`src/rtl/seq_div_pkg.sv`:
```
// Shared types and helpers for the sequential restoring divider.
// Build option: define SEQ_DIV_OUT_PIPE_EN to add one output register stage.
package seq_div_pkg;

    localparam int unsigned DEF_N  = 192;
    localparam int unsigned DEF_CW = 8;
    localparam int unsigned MAX_W  = 1024;

    typedef enum logic [1:0] {
        IDLE,
        CALC,
        FIN
    } state_t;

    // Quotient cannot fit in N bits when the dividend's upper half already
    // reaches the divisor; a zero divisor always lands here.
    function automatic logic div_overflow(input logic [MAX_W-1:0] hi,
                                          input logic [MAX_W-1:0] d);
        return hi >= d;
    endfunction

endpackage

```
`src/rtl/seq_divider_if.sv`:
```
// Request/result bundle for seq_divider; master issues divisions, slave answers.
interface seq_divider_if
    import seq_div_pkg::*;
#(
    parameter int unsigned N = DEF_N
);

    logic             start;
    logic [2*N-1:0]   dividend;
    logic [N-1:0]     divisor;
    logic             busy;
    logic             done;
    logic [N-1:0]     quotient;
    logic [N-1:0]     remainder;
    logic             ovf;
    logic             dz;

    modport master (
        output start, dividend, divisor,
        input  busy, done, quotient, remainder, ovf, dz
    );

    modport slave (
        input  start, dividend, divisor,
        output busy, done, quotient, remainder, ovf, dz
    );

endinterface

```
`src/rtl/seq_div_step.sv`:
```
// One combinational restoring-division step: shift in a dividend bit, trial subtract.
// The partial remainder's top bit is always zero between steps, so only N bits travel.
module seq_div_step #(
    parameter int unsigned N = 192
) (
    input  logic [N-1:0] r,
    input  logic         q_msb,
    input  logic [N-1:0] divisor,
    output logic [N-1:0] r_next,
    output logic         q_bit
);

    logic [N:0] s;
    logic [N:0] t;

    // NOTE: every combinational output is assigned on every path, so no latch is inferred.
    always_comb begin
        s      = {r, q_msb};
        t      = s - {1'b0, divisor};
        q_bit  = ~t[N];
        r_next = q_bit ? t[N-1:0] : s[N-1:0];
    end

endmodule

```
`src/rtl/seq_divider.sv`:
```
// Radix-2 restoring divider: 2N-bit dividend / N-bit divisor, one quotient bit per clock.
// Build option: SEQ_DIV_OUT_PIPE_EN adds one register stage on all result outputs.
module seq_divider
    import seq_div_pkg::*;
#(
    parameter int unsigned N  = DEF_N,
    parameter int unsigned CW = DEF_CW
) (
    input logic          clk,
    input logic          rst,
    seq_divider_if.slave bus
);

    state_t          state;
    state_t          state_nxt;

    logic [N-1:0]    r_q;
    logic [N-1:0]    q_q;
    logic [N-1:0]    d_q;
    logic [CW-1:0]   cnt;
    logic            ovf_q;

    logic            load;
    logic            step;
    logic            fin;
    logic            start_ovf;

    logic [N-1:0]    r_nxt;
    logic            q_bit;

    logic [N-1:0]    quo_r;
    logic [N-1:0]    rem_r;
    logic            ovf_r;
    logic            dz_r;
    logic            done_r;

    assign start_ovf = div_overflow(MAX_W'(bus.dividend[2*N-1:N]), MAX_W'(bus.divisor));

    seq_div_step #(.N(N)) u_step (
        .r       (r_q),
        .q_msb   (q_q[N-1]),
        .divisor (d_q),
        .r_next  (r_nxt),
        .q_bit   (q_bit)
    );

    // NOTE: sequential state uses non-blocking assignments so all registers update together.
    always_ff @(posedge clk) begin
        if (rst) state <= IDLE;
        else     state <= state_nxt;
    end

    always_comb begin
        state_nxt = state;
        unique case (state)
            IDLE:    if (bus.start) state_nxt = start_ovf ? FIN : CALC;
            CALC:    if (cnt == CW'(1)) state_nxt = FIN;
            FIN:     state_nxt = IDLE;
            default: state_nxt = IDLE;
        endcase
    end

    always_comb begin
        load = (state == IDLE) && bus.start;
        step = (state == CALC);
        fin  = (state == FIN);
    end

    assign bus.busy = step;

    // In overflow the low dividend half parks in q_q and becomes the remainder.
    always_ff @(posedge clk) begin
        if (rst) begin
            r_q   <= '0;
            q_q   <= '0;
            d_q   <= '0;
            cnt   <= '0;
            ovf_q <= 1'b0;
        end else if (load) begin
            r_q   <= bus.dividend[2*N-1:N];
            q_q   <= bus.dividend[N-1:0];
            d_q   <= bus.divisor;
            cnt   <= CW'(N);
            ovf_q <= start_ovf;
        end else if (step) begin
            r_q   <= r_nxt;
            q_q   <= {q_q[N-2:0], q_bit};
            cnt   <= cnt - CW'(1);
        end
    end

    always_ff @(posedge clk) begin
        if (rst) begin
            quo_r  <= '0;
            rem_r  <= '0;
            ovf_r  <= 1'b0;
            dz_r   <= 1'b0;
            done_r <= 1'b0;
        end else begin
            done_r <= fin;
            if (fin) begin
                if (ovf_q) begin
                    quo_r <= '1;
                    rem_r <= q_q;
                    ovf_r <= 1'b1;
                    dz_r  <= (d_q == '0);
                end else begin
                    quo_r <= q_q;
                    rem_r <= r_q;
                    ovf_r <= 1'b0;
                    dz_r  <= 1'b0;
                end
            end
        end
    end

`ifdef SEQ_DIV_OUT_PIPE_EN
    logic [N-1:0] quo_p;
    logic [N-1:0] rem_p;
    logic         ovf_p;
    logic         dz_p;
    logic         done_p;

    always_ff @(posedge clk) begin
        if (rst) begin
            quo_p  <= '0;
            rem_p  <= '0;
            ovf_p  <= 1'b0;
            dz_p   <= 1'b0;
            done_p <= 1'b0;
        end else begin
            quo_p  <= quo_r;
            rem_p  <= rem_r;
            ovf_p  <= ovf_r;
            dz_p   <= dz_r;
            done_p <= done_r;
        end
    end

    assign bus.quotient  = quo_p;
    assign bus.remainder = rem_p;
    assign bus.ovf       = ovf_p;
    assign bus.dz        = dz_p;
    assign bus.done      = done_p;
`else
    assign bus.quotient  = quo_r;
    assign bus.remainder = rem_r;
    assign bus.ovf       = ovf_r;
    assign bus.dz        = dz_r;
    assign bus.done      = done_r;
`endif

endmodule

```
`src/flat_wrapper.sv`:
```
// flat-port wrapper written by rule: the top's interface ports become plain ports
module seq_divider_flat import seq_div_pkg::*;
#(
    parameter int unsigned N  = DEF_N,
    parameter int unsigned CW = DEF_CW
)
  (clk, rst, bus_start, bus_dividend, bus_divisor, bus_busy, bus_done, bus_quotient, bus_remainder, bus_ovf, bus_dz);
  seq_divider_if #(.N(N)) bus_i ();
  input logic clk;
  input logic rst;
  input wire logic [$bits(bus_i.start)-1:0] bus_start;
  input wire logic [$bits(bus_i.dividend)-1:0] bus_dividend;
  input wire logic [$bits(bus_i.divisor)-1:0] bus_divisor;
  output wire logic [$bits(bus_i.busy)-1:0] bus_busy;
  output wire logic [$bits(bus_i.done)-1:0] bus_done;
  output wire logic [$bits(bus_i.quotient)-1:0] bus_quotient;
  output wire logic [$bits(bus_i.remainder)-1:0] bus_remainder;
  output wire logic [$bits(bus_i.ovf)-1:0] bus_ovf;
  output wire logic [$bits(bus_i.dz)-1:0] bus_dz;
  assign bus_i.start = bus_start;
  assign bus_i.dividend = bus_dividend;
  assign bus_i.divisor = bus_divisor;
  assign bus_busy = bus_i.busy;
  assign bus_done = bus_i.done;
  assign bus_quotient = bus_i.quotient;
  assign bus_remainder = bus_i.remainder;
  assign bus_ovf = bus_i.ovf;
  assign bus_dz = bus_i.dz;
  seq_divider #(.N(N), .CW(CW)) u_core (.clk(clk), .rst(rst), .bus(bus_i));
endmodule
```
`config.mk`:
```
export PLATFORM = sky130hd
export DESIGN_NAME = seq_divider_flat
export DESIGN_NICKNAME = d
export VERILOG_FILES = /design/src/rtl/seq_div_pkg.sv /design/src/rtl/seq_divider_if.sv /design/src/rtl/seq_div_step.sv /design/src/rtl/seq_divider.sv /design/src/flat_wrapper.sv
export SDC_FILE = /design/constraint.sdc
export NUM_CORES = 2
export LEC_CHECK = 0
export ABC_AREA = 1
export CAP_MARGIN = 20
export CORE_MARGIN = 1
export CORE_UTILIZATION = 35
export DETAILED_ROUTE_END_ITERATION = 8
export GPL_TIMING_DRIVEN = 0
export PLACE_DENSITY_LB_ADDON = 0.3
export SYNTH_ARGS = -nofsm -noshare
export SYNTH_HDL_FRONTEND = slang
export SYNTH_SLANG_ARGS = --single-unit
export TNS_END_PERCENT = 20
```
`constraint.sdc`:
```
create_clock -name clk -period 3.25 [get_ports clk]
set_input_delay 0.325 -clock clk [delete_from_list [all_inputs] [get_ports clk]]
set_output_delay 0.325 -clock clk [all_outputs]
set_load 0.05 [all_outputs]
```
; ---- Yosys cells after proc, flatten, opt, wreduce, memory -nomap -nowiden
; Cells that the tools add are included.
[word_totals]
ff_bits = 974
inputBits = 579
out_inout_bits = 388
wordCells = 42
[classes]
addsub = 2
n_lt_le_gt_ge = 1
n_eq_ne = 5
mux = 15
bitwise_logic = 1
reduce_logical = 6
[op_table]
columns = op, n
row1 = $mux W192, 7
row2 = $sub A193 B192 Y193, 1
row3 = $ge A192 B192 Y1, 1
row4 = $logic_not A192 Y1, 1
row5 = $mux W8, 2
row6 = $eq A8 B1 Y1 const B, 1
row7 = $sub A8 B1 Y8 const B, 1
row8 = $mux W2, 3
row9 = $pmux W2 S2, 1
row10 = $eq A2 B1 Y1 const B, 1
row11 = $eq A2 B2 Y1 const B, 1
row12 = $logic_not A2 Y1, 1
row13 = $mux W1, 2
row14 = $ne A2 B1 Y1 const B, 1
row15 = $ne A2 B2 Y1 const B, 1
row16 = $reduce_and A2 Y1, 1
row17 = $reduce_bool A2 Y1, 1
row18 = $reduce_or A2 Y1, 1
row19 = $logic_and A1 B1 Y1, 1
row20 = $not A1 Y1, 1

; ---- Longest topological paths before layout
[logic_depth]
ltp_word = 4
mapped_depth = 24
mapped_depth_nobuf = 22

; ---- Modules after synthesis
; From an unflattened synthesis, not the netlist that was laid out.
[hier_totals]
hier_cells = 11989
area_unflattened_um2 = 69640.5
[modules_own_cells]
columns = module, instances, cells_each, area_each_um2, seq_area_each_um2
row1 = seq_divider, 1, 5838, 43352.8, 19498.7
row2 = seq_div_step, 1, 6151, 26287.7, 0.0

; ---- Worst setup path after synthesis
; OpenSTA, ideal clock, no wires.
[synth_path]
path_kind = flip-flop to flip-flop
start = register u_core.q_q[191]
end = register u_core.r_q[111]
setup_ns = 0.132
t_arrival_ns = 2.685
required_time_ns = 3.118
path_slack_ns = 0.433
path_stages_with_launch = 24
n_path_buf = 2
synth_period_minus_slack_ns = 2.817
path_cell_list = dfxtp_1 -> inv_1 -> ha_1 -> fa_1 -> inv_1 -> nand2_1 -> nand2_1 -> nand3_1 -> nand2_1 -> nand2_1 -> nand2_1 -> nand2_1 -> nand2_1 -> nand2_1 -> nand2_2 -> nand2_4 -> nand3_4 -> nand2_4 -> buf_2 -> buf_4 -> nand3_1 -> nand3_1 -> nand2_1 -> a21oi_1
[synth_between]
elab_chain_len = 4
[synth_lines]
columns = element, line_no
row1 = "start, declared", seq_divider.sv:18  ; logic [N-1:0] q_q;
row2 = "start signal, assigned", seq_divider.sv:81  ; q_q <= bus.dividend[N-1:0];
row3 = "start signal, assigned", seq_divider.sv:87  ; q_q <= {q_q[N-2:0], q_bit};
row4 = $sub A193 B192 Y193, seq_div_step.sv:19  ; t = s - {1'b0, divisor};
row5 = $mux W192, seq_div_step.sv:21  ; r_next = q_bit ? t[N-1:0] : s[N-1:0];
row6 = $mux W192, seq_divider.sv:85  ; end else if (step) begin
row7 = $mux W192, seq_divider.sv:79  ; end else if (load) begin
row8 = "end signal, assigned", seq_divider.sv:80  ; r_q <= bus.dividend[2*N-1:N];
row9 = "end signal, assigned", seq_divider.sv:86  ; r_q <= r_nxt;
row10 = "end, declared", seq_divider.sv:17  ; logic [N-1:0] r_q;
; Every way passes these cells. The select of a mux whose other input is x is not followed.
; A chain may end at the register's enable or synchronous reset.

; ---- Worst setup path after layout
[layout_path]
start = register u_core.d_q[111]
end = register u_core.dz_r, in the netlist u_core.bus.dz
[layout_between]
elab_chain_len = 2
[layout_lines]
columns = element, line_no
row1 = "start, declared", seq_divider.sv:19  ; logic [N-1:0] d_q;
row2 = "start signal, assigned", seq_divider.sv:82  ; d_q <= bus.divisor;
row3 = $logic_not A192 Y1, seq_divider.sv:106  ; dz_r <= (d_q == '0);
row4 = $mux W1, seq_divider.sv:102  ; if (ovf_q) begin
row5 = "end signal, assigned", seq_divider.sv:106
row6 = "end, declared", seq_divider.sv:34  ; logic dz_r;
; Every way passes these cells.

==> results.cfg <==
[run_status]
outcome = complete, but fails checks
violations = negative setup slack

[setup_path]
startpoint = u_core.d_q[111]$_SDFFE_PP0P_
worstPathCellList = inv_1 -> nand4_1 -> nor4_1 -> nand4_1 -> nor4_1 -> buf_2 -> nand4_1 -> a21oi_1
r2r_slack_ps = -160
max_stage_delay_ps = 860
critPathMostFrequentCell = nand4_1
cp_data_required_time_ps = 3970
critPathKind = reg2reg
slowest_stage = nor4_1
crit_arrival_ps = 4120
worst-path-max-fanout = 2
endpoint_kind = register
worstSetupStartpointType = register
r2r_start = u_core.d_q[111]$_SDFFE_PP0P_

[global_route]
gr-total-overflow = 0
grt_max_degree = 16
grt_pass1_vias = 77736
track_usage = 0.360
antenna_found_initial = 41
grt_pass1_wl_um = 532000

[yosys]
synthesis.area_sq_um = 69900
synth.most_common_cell = nand2_1
syn_nets = 13148
yosysWarningCount = 0
postSynthRegisterBits = 974
ys_async_sr_fraction = 0
ys_types = 47
synth_top_area_frac = 0.279
syn_inst = 12182
synth_ff_type = dfxtp_1
yosys.area.top_type = dfxtp_1
synth.yosys.seq_area_share = 0.279
yosys-top-cells-area = dfxtp_1 28%, nand2_1 22%, inv_1 11%
syn_area_per_cell_sq_um = 5.74
synth_common_cells = 4040 x nand2_1, 2015 x inv_1, 1206 x a21oi_1
synth-edff-count = 0

[clock_network]
clockRootBuffer = clkbuf_16
cts.sinks = 974
cts_max_level = 3
clk_pin_slew_ps = 60
numCtsBuffers = 110
cts_tree = yes
clk_latency_ps = 810
cts.path.max_buffers = 3

[die]
die-area_sq_um = 202000
die-height_um = 449
ioPinCount = 967
core_area_sq_um = 198000
num_rows = 163
initial_core_util = 0.353
fp.dieW_um = 449

[final_layout]
layout.nets = 14340
drive_above_1_share = 0.0909
fillerInstances = 21506
area_growth_pct = 32.1
final_area_sq_um = 92300
stdcell_count = 16128

[power_and_ir_drop]
swShare = 0.542
p_per_area_nw_per_um2 = 837
peakVddDrop_v = 0.000478
combPwrFrac = 0.632
internal_power_mw = 35.4
seqPwrFrac = 0.202
switching_power_mw = 41.9
power_frac_clock = 0.166
p_leak_nw = 45.0

[timing]
clock.fmax_mhz = 294
finalSetupViolations = 28
timing.final.crit_share = 1.05
finalMaxSlewViolations = 0
rsz0062_at_grt = yes
slew_headroom = 0.227
fin_ws_ps = -156
fin_crit_ps = 3410
hold_viol_final = 0
worstMarginPinSlew_ps = 1160
fin_skew_ps = 40.1

[routing]
vias = 83074
wire_per_inst_um = 23.5
drt-vias-per-instance = 5.15
drc_errors = 0
ant_nets = 0
drt-total-wl_um = 380000
firstDrtPassIters = 6
drt_iter0_drc = 7596

[job]
cap_violations = 0

[worst_hold_path]
hp-start = bus_dividend[114]
hp-class = in2reg

[placed_design]
placed_cell_area_sq_um = 83400
dp_cells = 15818
pre_cts_slack_ps = -1480
gp_congestion = 1.10
port_buffers = 965
dp_hpwl_um = 325000
==> per-stage QoR <==
stage | TNS [ps] | power, mW | util | hold WS (ps)
6_report | -829 | 77.2 | 0.467 | 89.2
5_1_grt | -8340 | 81.1 | 0.467 | 89.8
4_1_cts | -709 | 72.8 | 0.451 | 22.6
3_5_place_dp | -253790 | 57.7 | 0.422 | 456
3_3_place_gp | -992860 | 57.6 | 0.419 | 454
2_1_floorplan | 0 | 40.1 | - | 438
==> power by group through the flow <==
stage	Sequential [mW]	Combinational [mW]	Clock [mW]
4_1_cts	15.3	44.6	12.9
2_1_floorplan	16.2	24.0	0
3_5_place_dp	15.5	42.2	0
5_1_grt	15.7	52.0	13.4
6_report	15.6	48.9	12.8
3_3_place_gp	15.5	42.1	0
==> cell families after synthesis <==
group / Yosys count / share of synthesized area
AOI/OAI and AO/OA: 2249 / 0.162
DFF: 974 / 0.279
and+or+nand+nor: 5950 / 0.342
xor gates and xnor gates: 66 / 0.00827
buffers and inverters: 2556 / 0.139
adders and majority gates: 387 / 0.0694
==> routing by layer <==
| metal | global-route usage | wire length [um] |
|---|---|---|
| met1 | 0.483 | 165000 |
| met2 | 0.575 | 167000 |
| met3 | 0.0540 | 29200 |
| met4 | 0.148 | 18000 |
| met5 | 0 | 42 |
==> layout by cell type, fill, tap and decap left out, drive strengths merged, types with 2 or more instances in the layout <==
cell type,count
buf,203
a21oi,1207
ha,386
clkdlybuf4s50,965
diode,28
nand3b,2
xor2,65
clkbuf,591
nand2,4049
dfxtp,974
nand4,97
a21boi,2
and3,3
nor3,35
o21a,8
clkinv,34
o21ai,1018
bufinv,5
or2,2
nor4,47
nor2,916
inv,2026
clkinvlp,9
o21bai,5
nand3,787
o211ai,2
a31oi,2
and2,11
==> timing repair <==
action | 4_1_cts | 5_1_grt
gates cloned | 2 | 3
hold buffers | 0 | 0
gates resized for setup | 434 | 671
pin swaps | 23 | 76
setup endpoints to repair | 418 | 270
setup buffers | 29 | 51
endpoints found under the hold margin | 0 | 0
==> critical path, delay by kind of cell, from the launching register on <==
kind,cells,cell delay (ps)
buffers and inverters,2,430
flip-flops,1,300
AND/OR/NAND/NOR,5,2450
AO/OA/AOI/OAI,1,140
==> sequential cells by signal, indices dropped and copies added, names as in the netlist <==
| register | count |
|---|---|
| u_core.bus.dz | 1 |
| u_core.d_q | 192 |
| u_core.r_q | 192 |
| u_core.state | 2 |
| u_core.bus.done | 1 |
| u_core.bus.remainder | 192 |
| u_core.bus.quotient | 192 |
| u_core.cnt | 8 |
| u_core.bus.ovf | 1 |
| u_core.q_q | 192 |
| u_core.ovf_q | 1 |
==> area by class of cell <==
class                   count  area (sq um)  area share
flip-flops and latches    974         19600       0.212
multi-input cells        8653         44800       0.486
plain buffers             526          2300      0.0249
clock inverters            45           450     0.00488
diodes                     28          70.1    0.000759
repair buffers           1080         10900       0.118
well taps                2640          3300      0.0358
inverters                2029          7630      0.0827
clock buffers             153          3200      0.0346
==> path summary, 6_finish.rpt <==
kind / endpoint / cells past startpoint
setup / recovery: u_core.bus.dz$_SDFFE_PP0P_ / 8
hold / removal: u_core.q_q[114]$_SDFFE_PP0P_ / 3
setup reg to reg: u_core.bus.dz$_SDFFE_PP0P_ / 8
hold reg to reg: u_core.cnt[2]$_SDFFE_PP0P_ / 2
(Power assumes the default switching activity.)
